**src/rtl/trace_cmd_receiver_pkg.sv**
```systemverilog
// Shared types, command codes and address split for the trace command receiver.
package trace_cmd_receiver_pkg;

    localparam int TAG_BITS    = 12;
    localparam int INDEX_BITS  = 14;
    localparam int OFFSET_BITS = 6;
    localparam int ADDR_BITS   = TAG_BITS + INDEX_BITS + OFFSET_BITS;

    typedef enum logic [2:0] {
        OP_RD, OP_WR, OP_IF, OP_SNP_RD, OP_SNP_WR, OP_SNP_RWIM, OP_SNP_INV
    } op_e;

    typedef enum logic [1:0] {S_IDLE, S_ISSUE, S_CLEAR, S_PRINT} fsm_e;

    localparam logic [3:0] CMD_RD       = 4'd0;
    localparam logic [3:0] CMD_WR       = 4'd1;
    localparam logic [3:0] CMD_IF       = 4'd2;
    localparam logic [3:0] CMD_SNP_RD   = 4'd3;
    localparam logic [3:0] CMD_SNP_WR   = 4'd4;
    localparam logic [3:0] CMD_SNP_RWIM = 4'd5;
    localparam logic [3:0] CMD_SNP_INV  = 4'd6;
    localparam logic [3:0] CMD_CLEAR    = 4'd8;
    localparam logic [3:0] CMD_PRINT    = 4'd9;

    typedef struct packed {
        logic [TAG_BITS-1:0]    tag;
        logic [INDEX_BITS-1:0]  index;
        logic [OFFSET_BITS-1:0] offset;
    } addr_fields_t;

    function automatic addr_fields_t address_parse(input logic [ADDR_BITS-1:0] addr);
        addr_fields_t f;
        f.tag    = addr[ADDR_BITS-1 -: TAG_BITS];
        f.index  = addr[OFFSET_BITS +: INDEX_BITS];
        f.offset = addr[OFFSET_BITS-1:0];
        return f;
    endfunction

    function automatic logic cmd_is_op(input logic [3:0] cmd);
        return cmd <= CMD_SNP_INV;
    endfunction

    function automatic logic cmd_is_valid(input logic [3:0] cmd);
        return cmd_is_op(cmd) || (cmd == CMD_CLEAR) || (cmd == CMD_PRINT);
    endfunction

    function automatic op_e decode_op(input logic [3:0] cmd);
        case (cmd)
            CMD_WR:       return OP_WR;
            CMD_IF:       return OP_IF;
            CMD_SNP_RD:   return OP_SNP_RD;
            CMD_SNP_WR:   return OP_SNP_WR;
            CMD_SNP_RWIM: return OP_SNP_RWIM;
            CMD_SNP_INV:  return OP_SNP_INV;
            default:      return OP_RD;
        endcase
    endfunction

endpackage

```
**src/rtl/trace_cmd_receiver_fifo.sv**
```systemverilog
// Synchronous FIFO with occupancy count; pushes while full and pops while empty are ignored.
module trace_fifo #(
    parameter int WIDTH = 36,
    parameter int DEPTH = 4
) (
    input  logic                      clk,
    input  logic                      rst,
    input  logic                      push,
    input  logic                      pop,
    input  logic [WIDTH-1:0]          wdata,
    output logic [WIDTH-1:0]          rdata,
    output logic                      full,
    output logic                      empty,
    output logic [$clog2(DEPTH):0]    count
);
    localparam int AW = $clog2(DEPTH);

    logic [WIDTH-1:0] mem [DEPTH];
    logic [AW:0]      wptr;
    logic [AW:0]      rptr;
    logic             do_push;
    logic             do_pop;

    // Pointers carry one extra wrap bit so full and empty are distinguishable.
    assign count   = wptr - rptr;
    assign full    = (count == (AW+1)'(DEPTH));
    assign empty   = (count == '0);
    assign do_push = push && !full;
    assign do_pop  = pop && !empty;
    assign rdata   = mem[rptr[AW-1:0]];

    always_ff @(posedge clk or posedge rst) begin
        if (rst) begin
            wptr <= '0;
            rptr <= '0;
        end else begin
            if (do_push) wptr <= wptr + (AW+1)'(1);
            if (do_pop)  rptr <= rptr + (AW+1)'(1);
        end
    end

    always_ff @(posedge clk) begin
        if (do_push) mem[wptr[AW-1:0]] <= wdata;
    end

endmodule

```
**src/rtl/trace_cmd_receiver.sv**
```systemverilog
// Trace command receiver: buffers {cmd, addr}, decodes to cache ops, sequences clear/print.
// Optional TRACE_RX_DEBUG_EN prints every accepted and dropped command.
module trace_cmd_receiver
    import trace_cmd_receiver_pkg::*;
#(
    parameter int ADDR_W     = 32,
    parameter int FIFO_DEPTH = 4,
    parameter int CNT_W      = 32
) (
    input  logic                   clk,
    input  logic                   rst,
    input  logic                   in_valid,
    output logic                   in_ready,
    input  logic [3:0]             in_cmd,
    input  logic [ADDR_W-1:0]      in_addr,
    output logic                   out_valid,
    input  logic                   out_ready,
    output logic [2:0]             out_op,
    output logic [TAG_BITS-1:0]    out_tag,
    output logic [INDEX_BITS-1:0]  out_index,
    output logic [OFFSET_BITS-1:0] out_offset,
    output logic                   clear_req,
    input  logic                   clear_ack,
    output logic                   print_req,
    output logic [CNT_W-1:0]       read_count,
    output logic [CNT_W-1:0]       write_count,
    output logic [CNT_W-1:0]       ifetch_count,
    output logic [CNT_W-1:0]       snoop_count,
    output logic [CNT_W-1:0]       bad_cmd_count,
    output logic                   busy
);
    localparam int CW = $clog2(FIFO_DEPTH) + 1;

    fsm_e              state;
    logic              fifo_full;
    logic              fifo_empty;
    logic [CW-1:0]     fifo_count;
    logic [ADDR_W+3:0] head;
    logic [3:0]        head_cmd;
    logic [ADDR_W-1:0] head_addr;
    logic              accept;
    logic              is_good;
    logic              push;
    logic              pop;
    logic              more;
    addr_fields_t      fields;

    function automatic logic [CNT_W-1:0] sat_inc(input logic [CNT_W-1:0] v);
        return (&v) ? v : v + CNT_W'(1);
    endfunction

    trace_fifo #(.WIDTH(ADDR_W + 4), .DEPTH(FIFO_DEPTH)) u_fifo (
        .clk   (clk),
        .rst   (rst),
        .push  (push),
        .pop   (pop),
        .wdata ({in_cmd, in_addr}),
        .rdata (head),
        .full  (fifo_full),
        .empty (fifo_empty),
        .count (fifo_count)
    );

    assign in_ready  = !fifo_full;
    assign accept    = in_valid && in_ready;
    assign is_good   = cmd_is_valid(in_cmd);
    assign push      = accept && is_good;
    assign head_cmd  = head[ADDR_W+3:ADDR_W];
    assign head_addr = head[ADDR_W-1:0];
    // Entries left after this cycle's pop, counting a same-cycle push.
    assign more      = (fifo_count > CW'(1)) || push;
    assign fields    = address_parse(head_addr);

    assign out_valid  = (state == S_ISSUE) && !fifo_empty && cmd_is_op(head_cmd);
    assign out_op     = out_valid ? decode_op(head_cmd) : OP_RD;
    assign out_tag    = out_valid ? fields.tag    : '0;
    assign out_index  = out_valid ? fields.index  : '0;
    assign out_offset = out_valid ? fields.offset : '0;
    assign clear_req  = (state == S_CLEAR);
    assign print_req  = (state == S_PRINT);
    assign busy       = !fifo_empty || (state != S_IDLE);

    always_comb begin
        pop = 1'b0;
        case (state)
            S_ISSUE: pop = out_valid && out_ready;
            S_CLEAR: pop = clear_ack;
            S_PRINT: pop = 1'b1;
            default: pop = 1'b0;
        endcase
    end

    always_ff @(posedge clk or posedge rst) begin
        if (rst) begin
            state         <= S_IDLE;
            read_count    <= '0;
            write_count   <= '0;
            ifetch_count  <= '0;
            snoop_count   <= '0;
            bad_cmd_count <= '0;
        end else begin
            if (accept && !is_good) bad_cmd_count <= sat_inc(bad_cmd_count);
            case (state)
                S_IDLE: begin
                    if (push || !fifo_empty) state <= S_ISSUE;
                end
                S_ISSUE: begin
                    if (fifo_empty) begin
                        state <= push ? S_ISSUE : S_IDLE;
                    end else if (cmd_is_op(head_cmd)) begin
                        if (out_ready) begin
                            case (head_cmd)
                                CMD_RD:  read_count   <= sat_inc(read_count);
                                CMD_WR:  write_count  <= sat_inc(write_count);
                                CMD_IF:  ifetch_count <= sat_inc(ifetch_count);
                                default: snoop_count  <= sat_inc(snoop_count);
                            endcase
                            state <= more ? S_ISSUE : S_IDLE;
                        end
                    end else if (head_cmd == CMD_CLEAR) begin
                        state <= S_CLEAR;
                    end else begin
                        state <= S_PRINT;
                    end
                end
                S_CLEAR: begin
                    if (clear_ack) begin
                        read_count   <= '0;
                        write_count  <= '0;
                        ifetch_count <= '0;
                        snoop_count  <= '0;
                        state        <= more ? S_ISSUE : S_IDLE;
                    end
                end
                default: begin
                    state <= more ? S_ISSUE : S_IDLE;
                end
            endcase
        end
    end

`ifdef TRACE_RX_DEBUG_EN
    addr_fields_t dbg_fields;
    assign dbg_fields = address_parse(in_addr);

    always @(posedge clk) begin
        if (push)
            $display("trace_rx: cmd %0d addr %h tag %b index %b offset %b",
                     in_cmd, in_addr, dbg_fields.tag, dbg_fields.index, dbg_fields.offset);
        if (accept && !is_good)
            $display("trace_rx: bad command %0d", in_cmd);
    end
`else
    // Quiet build: no trace output.
`endif

endmodule

```
**config.mk**
```make
export PLATFORM = sky130hd
export DESIGN_NAME = trace_cmd_receiver
export DESIGN_NICKNAME = d
export VERILOG_FILES = /design/src/rtl/trace_cmd_receiver_pkg.sv /design/src/rtl/trace_cmd_receiver_fifo.sv /design/src/rtl/trace_cmd_receiver.sv
export SDC_FILE = /design/constraint.sdc
export NUM_CORES = 1
export LEC_CHECK = 0
export ABC_AREA = 0
export BUFFER_PORTS_ARGS = -buffer_cell sky130_fd_sc_hd__buf_2
export CAP_MARGIN = 10
export CORE_MARGIN = 4
export CORE_UTILIZATION = 40
export CTS_CLUSTER_SIZE = 20
export DETAILED_ROUTE_END_ITERATION = 16
export PLACE_DENSITY_LB_ADDON = 0.12
export SETUP_SLACK_MARGIN = 0.4
export SLEW_MARGIN = 15
export SYNTH_ARGS = -nofsm -noshare
export SYNTH_HDL_FRONTEND = slang
export SYNTH_SLANG_ARGS = --single-unit
```
**constraint.sdc**
```tcl
create_clock -name clk -period 6.5 [get_ports clk]
set_input_delay 0.325 -clock clk [delete_from_list [all_inputs] [get_ports clk]]
set_output_delay 0.325 -clock clk [all_outputs]
set_load 0.02 [all_outputs]
```
==> out/qor.csv <==
metric,value,unit
status,"finished, final reports clean",
drtPass1Iterations,5,
syn_area,0.0148,sq mm
vias,11200,
power_per_cell_area,366,mW/mm^2
critPathKind,register to register,
htreeDepth,2,
async_flop_share,0.538,
yosysWarningCount,0,
seqPwrFrac,0.376,
num_rows,70,
combPwrFrac,0.323,
die_w,201,um
synth_nets,1315,
die_height,201,um
required,6.94,ns
drc_errors,0,
period_needed,3.89,ns
finClkSkew,0.0185,ns
synth.distinct_cells,65,
via_per_inst,5.56,
crit_fanout,34,
cpMaxStageDelayCell,o21a_2,
grt_setup_unrepaired,no,
syn_to_final_growth,21.0,%
setup_violations,0,
cts_tree,built,
synth_edf_count,144,
timing.final.crit_share,0.599,
cpPeakStageDelay,0.72,ns
worstMarginPinSlew,1.04,ns
ys.flop_type,dfrtp_1,
ys_ff_latch,312,
core_area,0.0366,sq mm
cts_num_sinks,312,
p_sw_frac,0.361,
layout-drive-gt1-share,0.245,
grt_pass1_vias,11200,
critPathArrivalTime,4.33,ns
grt.overflow.total,0,
path_buf_inv,0,
yosysSeqAreaShare,0.575,
start_kind,register,
slew_headroom,0.303,
min_path_type,primary input to register,
cts_setup_buffers,0,
reg2reg_depth,8,
numCtsBuffers,37,
ir_drop,0.000233,V
start_util,0.405,
max_freq,257,MHz
critPathCaptureType,register,
cp.depth,8,
routed_wl,39200,um
clkPwrFrac,0.301,
syn-instance-count,1262,
p_switching,2.38,mW
finalWeightedCongestion,0.789,
portBuffers,240,
report.final.slew_viol_count,0,
path_clk_slew,0.06,ns
final-hold-violation-count,0,
tns,0,ns
drt_iter0_drc,650,
yosysTopAreaCellShare,0.291,
synth_top_cell_by_area,edfxtp_1,
total_power,6.58,mW
cts_root_buf,clkbuf_16,
clock_latency,0.53,ns
synth_area_leaders,"edfxtp_1 (29%), dfrtp_1 (28%), mux4_2 (5.5%)",
fin_nets,1574,
leakagePower,7.30,nW
hpwlAfterDp,25700,um
grt_max_degree,79,
drv_cap,0,
wl_per_cell,19.5,um
intPower,4.20,mW
cts_buffer_depth,3,
crit_chain,ha_1 -> fa_1 -> xnor3_1 -> a31oi_1 -> o21a_2 -> nand2_1 -> or4_1 -> a21oi_1,
grt_pass1_wl,63500,um
fp.dieArea,0.0402,sq mm
track_usage,0.192,
crit_family,compound AO/OA/AOI/OAI gates,
postSynthAreaPerCell,11.8,sq um
fill_cells,3362,
antenna_found_initial,5,
io_pins,241,
postRouteAntennaNets,0,
holdPathStages,1,
-- repair_timing --
| item | 4_1_cts | 5_1_grt |
|---|---|---|
| hold buffers | 29 | 0 |
| resized for setup | 0 | 0 |
| hold endpoints to repair | 159 | 0 |
-- area by class of cell --
type,count,area [sq um],area share
Clock buffer,56,1100,0.0612
Antenna cell,1,2.50,0.000139
Tap cell,468,586,0.0326
Multi-Input combinational cell,868,6000,0.334
Clock inverter,10,70.1,0.00390
Timing Repair Buffer,284,1600,0.0893
Inverter,18,72.6,0.00404
Sequential cell,312,8530,0.475
-- routing by layer --
| layer | vias to the layer above | track usage | wire [um] |
|---|---|---|---|
| li1 | 5330 | - | - |
| met1 | 5574 | 0.269 | 17900 |
| met2 | 250 | 0.306 | 18300 |
| met3 | 63 | 0.0431 | 2200 |
| met4 | 6 | 0.0494 | 748 |
| met5 | - | 0 | 32 |
-- per-stage QoR --
step | setup slack [ns] | hold slack (ns) | instance area (sq um) | utilization | cells
after global routing | 2.28 | 0.0160 | 18000 | 0.491 | 2017
after detailed placement | 2.59 | 0.446 | 16500 | 0.451 | 1921
after floorplan | 1.63 | 0.416 | 14800 | - | 1262
after global placement | 2.71 | 0.447 | 16500 | 0.451 | 1921
final | 2.61 | 0.0266 | 18000 | 0.491 | 2017
after CTS | 2.58 | 0.00114 | 18000 | 0.490 | 2016
-- power by group through the flow --
stage          registers [mW]  logic [mW]  clock network, mW
5_1_grt                  2.50        2.33               2.12
6_report                 2.47        2.13               1.98
2_1_floorplan            2.53        1.45                  0
3_5_place_dp             2.51        2.15                  0
3_3_place_gp             2.50        2.13                  0
4_1_cts                  2.47        2.17               2.05
-- kinds of logic (layout without fill, tap and decap cells) --
logic type      after synthesis  in the layout  synth area share
simple gates                542            542             0.201
flops                       312            312             0.575
compound gates              200            200            0.0878
buf+inv                      82            368            0.0237
xor+xnor                     68             68            0.0411
mux                          46             46            0.0615
fa+ha+maj                    12             12            0.0106
other cells                   0              1                 0
-- cells in the mapped netlist (3+ instances only) --
| master | n |
|---|---|
| a21oi_1 | 52 |
| a21o_1 | 3 |
| o21ai_0 | 41 |
| a211oi_1 | 7 |
| xnor2_1 | 49 |
| mux2i_1 | 8 |
| and3_1 | 30 |
| mux4_2 | 36 |
| clkbuf_1 | 42 |
| a21oi_2 | 3 |
| or2_2 | 14 |
| nor2_1 | 65 |
| dfrtp_1 | 168 |
| and2_1 | 10 |
| ha_1 | 11 |
| buf_1 | 5 |
| edfxtp_1 | 144 |
| nor3b_1 | 3 |
| nor4_1 | 27 |
| nor2b_1 | 35 |
| nand4_1 | 73 |
| buf_2 | 10 |
| o31ai_1 | 24 |
| nand3_1 | 62 |
| xor2_1 | 18 |
| o21a_1 | 37 |
| a31oi_1 | 3 |
| buf_4 | 4 |
| and4_1 | 11 |
| or4_1 | 37 |
| nor3_1 | 25 |
| nand2_1 | 96 |
| or3_1 | 41 |
| o211ai_1 | 9 |
| inv_1 | 18 |
| nand2b_1 | 4 |
-- path summary, 6_finish.rpt --
| kind | startpoint | to | slack [ns] |
|---|---|---|---|
| setup / recovery | u_fifo.rptr[0] | write_count[15] | 2.61 |
| hold / removal | in_addr[28] | u_fifo.mem[2][28] | 0.03 |
| setup reg to reg | u_fifo.rptr[0] | write_count[15] | 2.61 |
| hold reg to reg | u_fifo.rptr[2] | u_fifo.rptr[2] | 0.49 |
| max in group asynchronous | rst | write_count[29] | 4.87 |
| min in group asynchronous | rst | read_count[24] | 0.41 |
-- flip-flops by register name, indices dropped and copies added, names as in the netlist --
register / cells
state: 2
write_count: 32
bad_cmd_count: 32
u_fifo.wptr: 3
ifetch_count: 32
read_count: 32
snoop_count: 32
u_fifo.rptr: 3
u_fifo.mem: 144
-- layout by cell type, fill, tap and decap left out, types with 10 or more instances in the layout --
master / synthesis / layout
buf_2: 10 / 240
dfrtp_1: 168 / 167
edfxtp_1: 144 / 144
nand2_1: 96 / 96
nand4_1: 73 / 73
nor2_1: 65 / 65
nand3_1: 62 / 62
a21oi_1: 52 / 52
xnor2_1: 49 / 49
o21ai_0: 41 / 41
or3_1: 41 / 41
clkbuf_16: 0 / 38
or4_1: 37 / 37
mux4_2: 36 / 36
o21a_1: 37 / 36
nor2b_1: 35 / 35
dlygate4sd3_1: 0 / 29
nor4_1: 27 / 27
and3_1: 30 / 26
nor3_1: 25 / 25
o31ai_1: 24 / 24
xor2_1: 18 / 18
inv_1: 18 / 17
buf_4: 4 / 15
or2_2: 14 / 14
and4_1: 11 / 11
ha_1: 11 / 11
and2_1: 10 / 10
clkbuf_1: 42 / 10
Note: power is estimated with default switching activity, not from simulation.
